==> src/rtl/tpu_pkg.sv <==
// Shared sizing for the operand path between the loader and the MMU input edge.
// Lane count, operand width and FIFO depth defaults, plus derived slice and count widths.
package tpu_pkg;

  localparam int DATA_WIDTH = 8;
  localparam int FIFO_WIDTH = 4;
  localparam int FIFO_DEPTH = 4;

  // One lane's bit-slice of a loader row, and the full row width.
  localparam int LANE_SLICE_W = DATA_WIDTH;
  localparam int ROW_WIDTH    = FIFO_WIDTH * LANE_SLICE_W;

  // Occupancy needs one more bit than the pointer so that "full" (count == depth) is representable.
  function automatic int cnt_width(input int depth);
    return $clog2(depth) + 1;
  endfunction

endpackage

==> src/rtl/fifo_lane.sv <==
// Single-lane synchronous FIFO: registered head output one cycle after pop; dout is zero when no pop fires.
// The caller must not push when full; a pop on an empty lane is ignored, and a same-cycle push is not visible to it.
module fifo_lane
  import tpu_pkg::*;
#(
  parameter int DW    = DATA_WIDTH,
  parameter int DEPTH = FIFO_DEPTH,
  localparam int PW   = $clog2(DEPTH),
  localparam int CW   = PW + 1
) (
  input  logic          clk,
  input  logic          reset,
  input  logic          flush,
  input  logic          push,
  input  logic [DW-1:0] din,
  input  logic          pop,
  output logic [DW-1:0] dout,
  output logic          dout_valid,
  output logic          empty,
  output logic          full,
  output logic [CW-1:0] count
);

  logic [DW-1:0] mem_q [DEPTH];
  logic [DW-1:0] mem_d [DEPTH];
  logic [PW-1:0] wr_ptr_q, wr_ptr_d;
  logic [PW-1:0] rd_ptr_q, rd_ptr_d;
  logic [CW-1:0] count_q, count_d;
  logic [DW-1:0] dout_q, dout_d;
  logic          dout_valid_q, dout_valid_d;
  logic          pop_fire;

  assign empty      = (count_q == '0);
  assign full       = (count_q == CW'(DEPTH));
  assign count      = count_q;
  assign dout       = dout_q;
  assign dout_valid = dout_valid_q;
  assign pop_fire   = pop && !empty;

  always_comb begin
    mem_d        = mem_q;
    wr_ptr_d     = wr_ptr_q;
    rd_ptr_d     = rd_ptr_q;
    count_d      = count_q;
    dout_d       = '0;
    dout_valid_d = 1'b0;
    if (flush) begin
      wr_ptr_d = '0;
      rd_ptr_d = '0;
      count_d  = '0;
    end else begin
      if (push) begin
        mem_d[wr_ptr_q] = din;
        wr_ptr_d        = wr_ptr_q + PW'(1);
      end
      if (pop_fire) begin
        dout_d       = mem_q[rd_ptr_q];
        dout_valid_d = 1'b1;
        rd_ptr_d     = rd_ptr_q + PW'(1);
      end
      // Pointers wrap on their own since DEPTH is a power of two; occupancy lives only in count.
      case ({push, pop_fire})
        2'b10:   count_d = count_q + CW'(1);
        2'b01:   count_d = count_q - CW'(1);
        default: count_d = count_q;
      endcase
    end
  end

  always_ff @(posedge clk or posedge reset) begin
    if (reset) begin
      mem_q        <= '{default: '0};
      wr_ptr_q     <= '0;
      rd_ptr_q     <= '0;
      count_q      <= '0;
      dout_q       <= '0;
      dout_valid_q <= 1'b0;
    end else begin
      mem_q        <= mem_d;
      wr_ptr_q     <= wr_ptr_d;
      rd_ptr_q     <= rd_ptr_d;
      count_q      <= count_d;
      dout_q       <= dout_d;
      dout_valid_q <= dout_valid_d;
    end
  end

endmodule

==> src/rtl/skew_fifo_bank.sv <==
// Per-lane FIFO bank feeding the MMU diagonally: full rows in, independent per-lane pops, 1-cycle pop-to-data.
// wr_ready drops while any lane is full and recovers only the cycle after a pop frees space.
module skew_fifo_bank
  import tpu_pkg::*;
#(
  parameter int fifo_width = FIFO_WIDTH,
  parameter int data_width = DATA_WIDTH,
  parameter int depth      = FIFO_DEPTH
) (
  input  logic                                      clk,
  input  logic                                      reset,
  input  logic                                      flush,
  input  logic                                      wr_valid,
  output logic                                      wr_ready,
  input  logic [fifo_width*data_width-1:0]          wr_data,
  input  logic [fifo_width-1:0]                     fifo_en,
  output logic [fifo_width*data_width-1:0]          rd_data,
  output logic [fifo_width-1:0]                     rd_valid,
  output logic [fifo_width-1:0]                     lane_empty,
  output logic [fifo_width*($clog2(depth)+1)-1:0]   lane_count,
  output logic                                      underflow
);

  localparam int CW = $clog2(depth) + 1;

  logic [fifo_width-1:0] lane_full;
  logic                  push;
  logic                  underflow_q, underflow_d;

  assign wr_ready  = ~|lane_full;
  assign push      = wr_valid && wr_ready;
  assign underflow = underflow_q;

  for (genvar i = 0; i < fifo_width; i++) begin : g_lane
    fifo_lane #(
      .DW    (data_width),
      .DEPTH (depth)
    ) u_lane (
      .clk        (clk),
      .reset      (reset),
      .flush      (flush),
      .push       (push),
      .din        (wr_data[i*data_width +: data_width]),
      .pop        (fifo_en[i]),
      .dout       (rd_data[i*data_width +: data_width]),
      .dout_valid (rd_valid[i]),
      .empty      (lane_empty[i]),
      .full       (lane_full[i]),
      .count      (lane_count[i*CW +: CW])
    );
  end

  always_comb begin
    underflow_d = underflow_q | (|(fifo_en & lane_empty));
    if (flush) underflow_d = 1'b0;
  end

  always_ff @(posedge clk or posedge reset) begin
    if (reset) underflow_q <= 1'b0;
    else       underflow_q <= underflow_d;
  end

endmodule

==> config.mk <==
export PLATFORM = sky130hd
export DESIGN_NAME = skew_fifo_bank
export DESIGN_NICKNAME = d
export VERILOG_FILES = /design/src/rtl/tpu_pkg.sv /design/src/rtl/fifo_lane.sv /design/src/rtl/skew_fifo_bank.sv
export SDC_FILE = /design/constraint.sdc
export NUM_CORES = 1
export LEC_CHECK = 0
export ABC_AREA = 1
export BUFFER_PORTS_ARGS = -buffer_cell sky130_fd_sc_hd__buf_2
export CAP_MARGIN = 20
export CELL_PAD_IN_SITES_DETAIL_PLACEMENT = 0
export CELL_PAD_IN_SITES_GLOBAL_PLACEMENT = 1
export CORE_UTILIZATION = 30
export DETAILED_ROUTE_END_ITERATION = 7
export GPL_TIMING_DRIVEN = 0
export MAX_ROUTING_LAYER = met4
export PLACE_DENSITY_LB_ADDON = 0.05
export SLEW_MARGIN = 15
export SYNTH_ARGS = -nofsm -noshare
export SYNTH_HDL_FRONTEND = slang
export SYNTH_SLANG_ARGS = --single-unit
==> constraint.sdc <==
create_clock -name clk -period 9.3 [get_ports clk]
set_input_delay 2.325 -clock clk [delete_from_list [all_inputs] [get_ports clk]]
set_output_delay 2.325 -clock clk [all_outputs]
set_load 0.02 [all_outputs]
==> impl_results.md <==
- Status: finished clean
- First-pass GRT wire length: about 38000 um
- Hold violation count in the final report: 0
- Synthesized Nets: between 1000 and 1500
- Port Buffers: a little over 90
- Worst hold slack: between 0.4 and 0.5 ns
- Boundary Pins: 94
- Area leader, netlist: dfrtp_1
- Initial Util: 30.5%
- Crit share post-route: between 40% and 50%
- Final antenna-violating net count: 0
- Diode count: 0
- Setup Crit Path Kind: reg -> out
- Pwr dens: roughly 320 nW/um^2
- Count of different cell masters after synthesis: 24
- Worst path max stage delay: approximately 0.43 ns
- Hold Path Cell Cnt: 2
- Clock Tree Buf Depth: 2
- Hold path start: g_lane[3].u_lane.mem_q[2]
- Max Clock Freq: 0.253 GHz
- YS warnings: 0
- TritonRoute pass-1 iters: 4
- Clk root buf: clkbuf_16
- Largest cells by area after synthesis: dfrtp_1 (55%), nand2_1 (8.5%), o21ai_0 (6.7%)
- Peak VDD IR: 0.137 mV
- Horiz. Die Dim: between 150 and 200 um
- H-tree levels: 4
- Share of the synthesized area in the top cell type: ~55%
- Cells after synthesis: 968
- WP data required: around 7 ns
- Setup violators final: 0
- Crit Path Max Fanout: 6
- Vias in the first global route: around 6600
- PostCTS Resize Cnt: 0
- Die height: roughly 170 um
- Die footprint: 29800 um^2
- DR WL/cell: ~16 um
- # hold bufs at CTS: 0
- Setup crit end kind: output pin
- #FFs+latches synth: 193
- Slew HR: 60.2%
- Setup Skew: approximately 0.015 ns
- Initial antenna violation count: 0
- Initial DRC Count: roughly 350
- HPWL Detailed: between 15000 and 20000 um
- Syn avg cell area: about 9 um^2
- RR Startpoint: g_lane[0].u_lane.count[0]
- Seq/Total Area, Yosys: roughly 55%
- Critical R2R Capture: g_lane[0].u_lane.count[2]
- TritonCTS Sinks: 193
- Post-layout minimum cycle time: 3.95 ns
- Critical Path, Cell by Cell: inv_1 -> nand3_1 -> nand2_1 -> nor2_4 -> buf_2
- Worst Reg-to-Reg Cells: 14
- Crit path buf inv count: 2
- P_leak: ~5.2 nW
- RSZ-0062 raised after global routing: false
- GPL Wtd Cong: roughly 0.74
- CTS tree: yes
- Setup slack, reg-to-reg: 6.88 ns
- Critical Path Source Type: flop
- GRT overflow: 0
- Crit path from: g_lane[0].u_lane.count[0]
- DP Cell Count: roughly 1400
- NumNets Final: between 1000 and 1500
- Layout cells sized above 1: about a fifth
- Hold-critical path endpoint: g_lane[3].u_lane.mem_q[2]
- Post-CTS Setup Inserts: 0
- Max Cap Violations: 0
- Skew-Pair Late Insertion Delay: roughly 0.44 ns
- Core Region: ~29000 um^2
- Synthesized area: between 8000 and 9000 um^2
- GRT Total Usage: 17.7%
- Pin count of the biggest net entering global routing: 73
- Core Rows: 62
- Slew Viols, Final: 0
- Via count: about 6600
- Area growth syn-to-layout: 18.1%
- HP Class: reg -> reg
- Worst-path clk slew: 0.07 ns
- Non-filler cells, final: ~1500
- DRC Markers: 0
- Total Wirelength: approximately 24000 um
- Vias/cell: roughly 4.5
- Worst Tran Pin Value: 0.596 ns
- Crit path max-delay family: simple AND/OR/NAND/NOR gates
- Critical path arrival: ~1.6 ns
- Slowest-stage cell, CP: dfrtp_1
- CTS Buf Count: 17
==> sequential cells by signal, summed over array words and instances (netlist names) <==
| register | cells |
|---|---|
| underflow | 1 |
| g_lane.u_lane.wr_ptr_q | 8 |
| g_lane.u_lane.rd_ptr_q | 8 |
| g_lane.u_lane.mem_q | 128 |
| g_lane.u_lane.count | 12 |
| g_lane.u_lane.dout_valid | 4 |
| g_lane.u_lane.dout | 32 |
==> metrics by stage <==
stage | power (W) | TNS (ns) | util [%] | worst slack [ns] | cell area, um^2
global placement | 0.00254 | -241.12 | 33.8 | -1.27 | 9670
finish | 0.00325 | 0 | 36.0 | 5.35 | 10300
floorplan | 0.00220 | 0 | - | 1.72 | 8720
CTS | 0.00330 | 0 | 36.0 | 5.33 | 10300
detailed placement | 0.00255 | 0 | 34.0 | 5.36 | 9730
global route | 0.00354 | 0 | 36.0 | 5.25 | 10300
==> worst min-delay path: stages, from the launching register on <==
cell and delay (ns):
dfrtp_1 0.34, nand2_1 0.06, o21ai_2 0.05
==> placed cells by master, fill, tap and decap left out, drive strengths merged <==
cell / n
a21oi: 42
buf: 122
clkbuf: 37
clkinv: 12
clkinvlp: 1
dfrtp: 193
fa: 4
ha: 16
inv: 80
nand2: 212
nand3: 26
nand4: 1
nor2: 140
o21ai: 204
xnor2: 4
xor2: 1
==> worst max-delay path by stage <==
stage / end / slack, ns / cells after the start
after floorplan: g_lane[0].u_lane.count[0] / 1.72 / 1
after global placement: g_lane[1].u_lane.dout[0] / -1.27 / 2
after detailed placement: g_lane[0].u_lane.count[2] / 5.36 / 11
after CTS: wr_ready / 5.33 / 5
after global routing: wr_ready / 5.25 / 5
final: wr_ready / 5.35 / 5
==> layout make-up <==
cell class,count,area (um^2)
fillers,3063,18300
flip-flops and latches,193,4830
multi-input cells,650,3270
repair buffers,95,520
well taps,384,480
clock buffers,20,457
plain buffers,44,315
inverters,81,312
clock inverters,12,114
==> synthesized netlist by cell type <==
library cell  instances
nor2_4                1
nor2_1              138
buf_2                 5
o21ai_1              52
clkinv_1              8
xor2_1                1
fa_1                  4
xnor2_1               4
dfrtp_1             193
buf_4                 8
buf_12                1
nor2_8                1
clkbuf_1             17
nand2_1             198
nand3_1              26
buf_6                13
o21ai_2              36
inv_1                73
o21ai_0             116
nand2_4              13
ha_1                 16
nand2_2               1
nand4_1               1
a21oi_1              42
==> logic make-up (layout without fill, tap and decap cells) <==
group / after synthesis / in the layout / synth area share, %
AND/OR/NAND/NOR: 379 / 379 / 18.1
AO/OA/AOI/OAI: 246 / 246 / 15.7
flip-flops: 193 / 193 / 55.4
buffers and inverters: 125 / 252 / 7.10
adder cells (fa/ha/maj): 20 / 20 / 3.21
XOR/XNOR: 5 / 5 / 0.502
==> routing by layer <==
metal / GRT usage (%) / part of all wire [%] / vias up
met2: 27.6 / 47 / 98
met4: 4.46 / 0.87 / 0
met1: 23.7 / 49 / 3159
li1: - / - / 3342
met3: 3.02 / 3.7 / 11
met5: - / 0 / -
==> power by group <==
group / internal, W / switching (W)
Clock: 0.000370 / 0.000368
Sequential: 0.00115 / 0.000166
Combinational: 0.000429 / 0.000764
Total: 0.00195 / 0.00130
No activity file was read; power rests on OpenSTA's default activity.
